File: src/rtl/cpu_pkg.sv
// Shared CPU definitions: datapath widths and the ALU opcode encoding.
// Latency: n/a (types and constants only).
// Backpressure: n/a; the controller FSM and the datapath both import this package.
package cpu_pkg;

   localparam int DATA_W    = 16;  // datapath word width
   localparam int RF_ADDR_W = 4;   // 16 general-purpose registers
   localparam int DM_ADDR_W = 8;   // 256-word data RAM

   // ALU operation select, driven by the controller on ALU_s0
   typedef enum logic [2:0] {
      ALU_PASSA = 3'd0,
      ALU_ADD   = 3'd1,
      ALU_SUB   = 3'd2,
      ALU_OR    = 3'd3,
      ALU_AND   = 3'd4,
      ALU_XOR   = 3'd5,
      ALU_NOTA  = 3'd6,
      ALU_INC   = 3'd7
   } alu_op_t;

endpackage

File: src/rtl/reg_file_16x16.sv
// Register file: 2 combinational read ports, 1 synchronous write port, async clear.
// Latency: reads 0 cycles; a write becomes visible the cycle after its edge (no bypass).
// Backpressure: none; a write is accepted on every edge where w_en is high.
//
// Ports:
//   clk, rst_n         clock, asynchronous active-low clear of every register
//   ra_addr / ra_data  read port A
//   rb_addr / rb_data  read port B
//   w_en, w_addr, w_data  write port
module reg_file_16x16 #(
   parameter int DATA_W = 16,
   parameter int ADDR_W = 4
) (
   input  logic              clk,
   input  logic              rst_n,
   input  logic [ADDR_W-1:0] ra_addr,
   input  logic [ADDR_W-1:0] rb_addr,
   input  logic              w_en,
   input  logic [ADDR_W-1:0] w_addr,
   input  logic [DATA_W-1:0] w_data,
   output logic [DATA_W-1:0] ra_data,
   output logic [DATA_W-1:0] rb_data
);

   localparam int NREG = 2 ** ADDR_W;

   logic [DATA_W-1:0] regs [NREG];

   // R0 is an ordinary register; nothing is hardwired to zero.
   always_ff @(posedge clk or negedge rst_n) begin
      if (!rst_n) begin
         for (int i = 0; i < NREG; i++) begin
            regs[i] <= '0;
         end
      end else if (w_en) begin
         regs[w_addr] <= w_data;
      end
   end

   // Reads see the pre-edge contents, so a same-cycle write to the read
   // address returns the old value.
   assign ra_data = regs[ra_addr];
   assign rb_data = regs[rb_addr];

endmodule

File: src/rtl/datapath_unit.sv
// Execution datapath: register file, 256x16 data RAM, writeback mux, 8-op ALU, status flags.
// Latency: ALU and register reads are combinational; RAM read data is 1 cycle after D_Addr.
// Backpressure: none; the controller's control word is obeyed every cycle.
//
// Ports:
//   Clk, Rst                 clock, asynchronous active-low reset
//   D_Addr, D_Wr             data RAM address / write enable (write data = Ra_Data)
//   RF_s, RF_W_en            writeback select (1 = DMem_Q, 0 = ALU_Out) / register write enable
//   RF_Ra_Addr, RF_Rb_Addr   register read addresses, RF_W_Addr register write address
//   ALU_s0                   ALU operation (cpu_pkg::alu_op_t encoding)
//   Ra_Data, Rb_Data         register read data (combinational)
//   ALU_Out                  ALU result (combinational)
//   DMem_Q                   registered RAM read data
//   Flag_Z, Flag_N, Flag_C   registered zero / negative / carry-borrow flags
module datapath_unit #(
   parameter int DATA_W    = cpu_pkg::DATA_W,
   parameter int RF_ADDR_W = cpu_pkg::RF_ADDR_W,
   parameter int DM_ADDR_W = cpu_pkg::DM_ADDR_W
) (
   input  logic                 Clk,
   input  logic                 Rst,
   input  logic [DM_ADDR_W-1:0] D_Addr,
   input  logic                 D_Wr,
   input  logic                 RF_s,
   input  logic                 RF_W_en,
   input  logic [RF_ADDR_W-1:0] RF_Ra_Addr,
   input  logic [RF_ADDR_W-1:0] RF_Rb_Addr,
   input  logic [RF_ADDR_W-1:0] RF_W_Addr,
   input  logic [2:0]           ALU_s0,
   output logic [DATA_W-1:0]    Ra_Data,
   output logic [DATA_W-1:0]    Rb_Data,
   output logic [DATA_W-1:0]    ALU_Out,
   output logic [DATA_W-1:0]    DMem_Q,
   output logic                 Flag_Z,
   output logic                 Flag_N,
   output logic                 Flag_C
);

   import cpu_pkg::*;

   localparam int DM_WORDS = 2 ** DM_ADDR_W;

   alu_op_t             alu_op;
   logic [DATA_W:0]     alu_ext;   // result with carry/borrow in the top bit
   logic                alu_c;
   logic [DATA_W-1:0]   wb_data;
   logic [DATA_W-1:0]   mem [DM_WORDS];

   // ------------------------------------------------------------------
   // Register file
   // ------------------------------------------------------------------
   assign wb_data = RF_s ? DMem_Q : ALU_Out;

   reg_file_16x16 #(
      .DATA_W (DATA_W),
      .ADDR_W (RF_ADDR_W)
   ) u_rf (
      .clk     (Clk),
      .rst_n   (Rst),
      .ra_addr (RF_Ra_Addr),
      .rb_addr (RF_Rb_Addr),
      .w_en    (RF_W_en),
      .w_addr  (RF_W_Addr),
      .w_data  (wb_data),
      .ra_data (Ra_Data),
      .rb_data (Rb_Data)
   );

   // ------------------------------------------------------------------
   // ALU
   // ------------------------------------------------------------------
   assign alu_op = alu_op_t'(ALU_s0);

   always_comb begin
      alu_ext = '0;
      case (alu_op)
         ALU_PASSA: alu_ext = {1'b0, Ra_Data};
         ALU_ADD:   alu_ext = {1'b0, Ra_Data} + {1'b0, Rb_Data};
         // Zero-extended subtraction: the top bit is set exactly when A < B.
         ALU_SUB:   alu_ext = {1'b0, Ra_Data} - {1'b0, Rb_Data};
         ALU_OR:    alu_ext = {1'b0, Ra_Data | Rb_Data};
         ALU_AND:   alu_ext = {1'b0, Ra_Data & Rb_Data};
         ALU_XOR:   alu_ext = {1'b0, Ra_Data ^ Rb_Data};
         ALU_NOTA:  alu_ext = {1'b0, ~Ra_Data};
         ALU_INC:   alu_ext = {1'b0, Ra_Data} + {{DATA_W{1'b0}}, 1'b1};
         default:   alu_ext = '0;
      endcase
   end

   assign ALU_Out = alu_ext[DATA_W-1:0];
   assign alu_c   = alu_ext[DATA_W];

   // ------------------------------------------------------------------
   // Data RAM storage: never cleared, so contents survive reset. The Rst
   // term drops a write on an edge that coincides with reset being held.
   // ------------------------------------------------------------------
   always_ff @(posedge Clk) begin
      if (D_Wr && Rst) begin
         mem[D_Addr] <= Ra_Data;
      end
   end

   // ------------------------------------------------------------------
   // RAM read register and status flags. The read samples the pre-edge
   // array, giving read-before-write on a same-address store. Flags only
   // follow ALU writebacks; loads and idle cycles leave them alone.
   // ------------------------------------------------------------------
   always_ff @(posedge Clk or negedge Rst) begin
      if (!Rst) begin
         DMem_Q <= '0;
         Flag_Z <= 1'b0;
         Flag_N <= 1'b0;
         Flag_C <= 1'b0;
      end else begin
         DMem_Q <= mem[D_Addr];
         if (RF_W_en && !RF_s) begin
            Flag_Z <= (ALU_Out == '0);
            Flag_N <= ALU_Out[DATA_W-1];
            Flag_C <= alu_c;
         end
      end
   end

endmodule

File: config.mk
export PLATFORM = sky130hd
export DESIGN_NAME = datapath_unit
export DESIGN_NICKNAME = d
export VERILOG_FILES = /design/src/rtl/cpu_pkg.sv /design/src/rtl/reg_file_16x16.sv /design/src/rtl/datapath_unit.sv
export SDC_FILE = /design/constraint.sdc
export NUM_CORES = 2
export LEC_CHECK = 0
export CAP_MARGIN = 20
export CORE_ASPECT_RATIO = 1.4
export CORE_UTILIZATION = 30
export DETAILED_ROUTE_END_ITERATION = 10
export HOLD_SLACK_MARGIN = 0.02
export PLACE_DENSITY_LB_ADDON = 0.15
export SLEW_MARGIN = 10
export SYNTH_ARGS = -nofsm -noshare
export SYNTH_HDL_FRONTEND = slang
export SYNTH_SLANG_ARGS = --single-unit
File: constraint.sdc
create_clock -name Clk -period 34.6 [get_ports Clk]
set_input_delay 5.19 -clock Clk [delete_from_list [all_inputs] [get_ports Clk]]
set_output_delay 5.19 -clock Clk [all_outputs]
set_load 0.02 [all_outputs]
==> metrics.md <==
| Metric | Value |
|---|---|
| Status | finished, final reports clean |
| Total Neg Setup Slack | 0 ns |
| Most instantiated cells after synthesis | edfxtp_1 (4,096), mux4_2 (1,397), nor2_1 (350) |
| Critical path class | in -> out |
| IO Port Bufs | 94 |
| Post-synth EDFFs | 4,096 |
| DRT antenna net count | 0 |
| CTS Root Cell | clkbuf_16 |
| Highest routed layer | met5 |
| Synth Flop Type | edfxtp_1 |
| CP Launch Type | primary input |
| Share of cells above drive strength 1 | 0.3222 |
| Layout Utilization | 0.3482 |
| Average wire per standard cell | 33.87 um |
| Final setup violation count | 0 |
| Initial Utilization | 0.3017 |
| Mapped Area | 0.1733 mm2 |
| CTS max path bufs | 4 |
| Setup Skew | 0.07249 ns |
| Starting DRT DRC Count | 7,931 |
| # Max-Cap Violations | 0 |
| Fillers | 53,230 |
| CTS tree | yes |
| CP Data Required Time | 29.41 ns |
| Final RePlAce weighted congestion | 0.8179 |
| Unrepaired setup endpoints after global routing | no |
| Worst-path clk slew | 0.06 ns |
| Tmin final | 17.49 ns |
| CTS resizes | 0 |
| H-tree depth | 5 |
| Initial antenna violation count | 36 |
| Gr usage total | 0.1882 |
| TritonCTS Buffers | 429 |
| Max-slew violation count | 0 |
| YS warnings | 0 |
| Dominant cells by area after synthesis | edfxtp_1 (71%), mux4_2 (18%), dfrtp_1 (4.0%), o21ai_0 (0.76%), nor2_1 (0.76%) |
| Final Hold Vio Count | 0 |
| Die height | 901.2 um |
| Wire length on met2 | 296,300 um |
| Library cells used by synthesis | 79 |
| # IOs | 95 |
| Die area | 0.5806 mm2 |
| Slowest stage delay, CP | 0.73 ns |
| Cell taking the most area after synthesis | edfxtp_1 |
| CP cell instances | buf_4 > buf_4 > mux4_2 > mux4_2 > inv_1 > ha_1 > nand2_1 > nor4_1 > a21oi_1 > xnor2_1 > nor2_1 > ha_1 > and3_1 > and3_1 > o31ai_1 > xor2_1 > a221o_1 > a21oi_1 > clkdlybuf4s50_1 |
| Number of clock sinks | 4,371 |
| Leak pwr | 62.74 nW |
| Met3 WL post-DR | 23,260 um |
| Design Power | 12.66 mW |
| Peak VDD IR | 0.04348 mV |
| Synthesized area per cell | 21.92 um2 |
| Largest net degree at the start of global routing | 209 |
| Final setup margin | 17.11 ns |
| Core area | 0.5742 mm2 |
| First-pass GRT wire length | 758,300 um |
| Pre-CTS setup slack | 17.18 ns |
| Area Growth Syn to Fin | 15.41% |
| Period utilization | 0.5054 |
| CTS Hold Bufs | 0 |
| Final #Nets | 8,414 |
| DRC viols | 0 |
| Vias in the first global route | 88,970 |
| Slowest CP cell | buf_4 |
| Pwr per Cell Area | 63.31 mW/mm2 |
| Critical-path maximum fanout | 44 |
| Mapped Nets | 7,983 |
| Clock latency at the later pin of the worst-skew pair | 1.04 ns |
| First drt pass iteration count | 7 |
| Die Width | 644.3 um |
| CP top delay family | buffers and inverters |
| M1 WL | 215,900 um |
| Highest clock rate | 57.19 MHz |
| FFs w/ async S/R, synth | 0.06291 |
| Seq cells post-synth | 4,371 |
| Crit path buf inv count | 4 |
| WL final | 553,700 um |
| Sequential share of the synthesized area | 0.7496 |
| Worst Setup End Kind | primary output |
| Post-CTS setup buffers | 0 |
| Worst hold path class | reg -> reg |
| Top cell type's share of synthesized area | 0.7099 |
| Count leader, synth | edfxtp_1 |
| Via count | 83,980 |
| Grt ovf | 0 |
| Post-DP HPWL | 338,200 um |
| Arrival time at the worst endpoint | 12.30 ns |
| Row cnt | 329 |
| Rel. slew slack | 0.1170 |
| Slew @ Worst Pin | 1.325 ns |
| Vias per inst | 5.137 |
| Synth Instances | 7,904 |
==> logic make-up (layout without fill, tap and decap cells) <==
kind of cell               Yosys count  count (layout)  share of synthesized area
buffers and inverters              540            1342                    0.01443
muxes                             1510            1510                     0.1911
other                                0              29                          0
DFF                               4371            4371                     0.7496
and+or+nand+nor                    888             888                    0.02169
adders and majority gates           51              51                   0.003726
xor gates and xnor gates            17              17                  0.0008594
AOI/OAI and AO/OA                  527             527                    0.01855
==> flip-flops by register name, summed over array words and instances, names as in the netlist <==
signal     count
Flag_N         1
Flag_C         1
u_rf.regs    256
Flag_Z         1
mem         4096
DMem_Q        16
==> per-layer routing <==
layer  vias to the layer above  global-route usage
met5                         -                   0
li1                      34150                   -
met1                     46930              0.2287
met3                       667             0.02318
met2                      2235              0.3467
met4                         2             0.05782
==> path summary, 6_finish.rpt <==
check / from / endpoint / cells past startpoint / slack [ns]
worst max-delay path: RF_Rb_Addr[0] / ALU_Out[11] / 19 / 17.11
worst min-delay path: Flag_Z / Flag_Z / 2 / 0.48
worst max register to register: u_rf.regs[64] / Flag_Z / 19 / 27.77
worst min register to register: Flag_Z / Flag_Z / 2 / 0.48
max in group asynchronous: Rst / u_rf.regs[74] / 3 / 28.52
min in group asynchronous: Rst / u_rf.regs[159] / 1 / 4.08
==> layout make-up <==
cell class | instances | area [um2] | share of cell area
diodes | 29 | 72.57 | 0.0003629
clock buffers | 515 | 11240 | 0.05622
clock inverters | 287 | 2670 | 0.01335
inverters | 50 | 255.2 | 0.001277
multi-input cells | 2993 | 42150 | 0.2108
flip-flops and latches | 4371 | 129900 | 0.6496
well taps | 7613 | 9525 | 0.04764
repair buffers | 490 | 4154 | 0.02078
==> power breakdown <==
part	internal [mW]	total, mW	switching [mW]
Combinational	0.450	1.54	1.09
Clock	2.64	4.71	2.07
Sequential	6.29	6.41	0.118
Total	9.38	12.7	3.28
==> stage by stage <==
step	hold slack [ns]	instance area, um2	cells
after global routing	0.4918	199900	16330
after detailed placement	0.4652	185900	15510
after CTS	0.4796	199800	16310
after floorplan	0.4582	173300	7904
after global placement	0.4643	185800	15510
final	0.4755	199900	16350
==> layout by cell type (no fill, tap or decap), drive strengths merged, types with 7 or more instances in the layout <==
master,count
nand2b,14
ha,50
mux2,23
nor3,18
a32oi,13
inv,65
mux2i,60
nand2,336
dfrtp,275
clkdlybuf4s50,78
clkinv,214
a211o,8
xnor2,11
nor2b,31
or3,9
o211ai,10
nand4,17
clkbuf,519
edfxtp,4096
o21ai,272
a22oi,42
a221oi,15
a31oi,16
and2,14
nand3,76
nor2,350
a21oi,73
diode,29
mux4,1427
a22o,9
buf,408
bufinv,43
or2,7
clkinvlp,15
o22ai,10
==> tightest hold or removal path, cell delays in order, from the launching register on <==
cell	delay [ns]
dfrtp_1	0.34
nand2_1	0.05
nand2_1	0.05
Note: power is estimated with default switching activity, not from simulation.
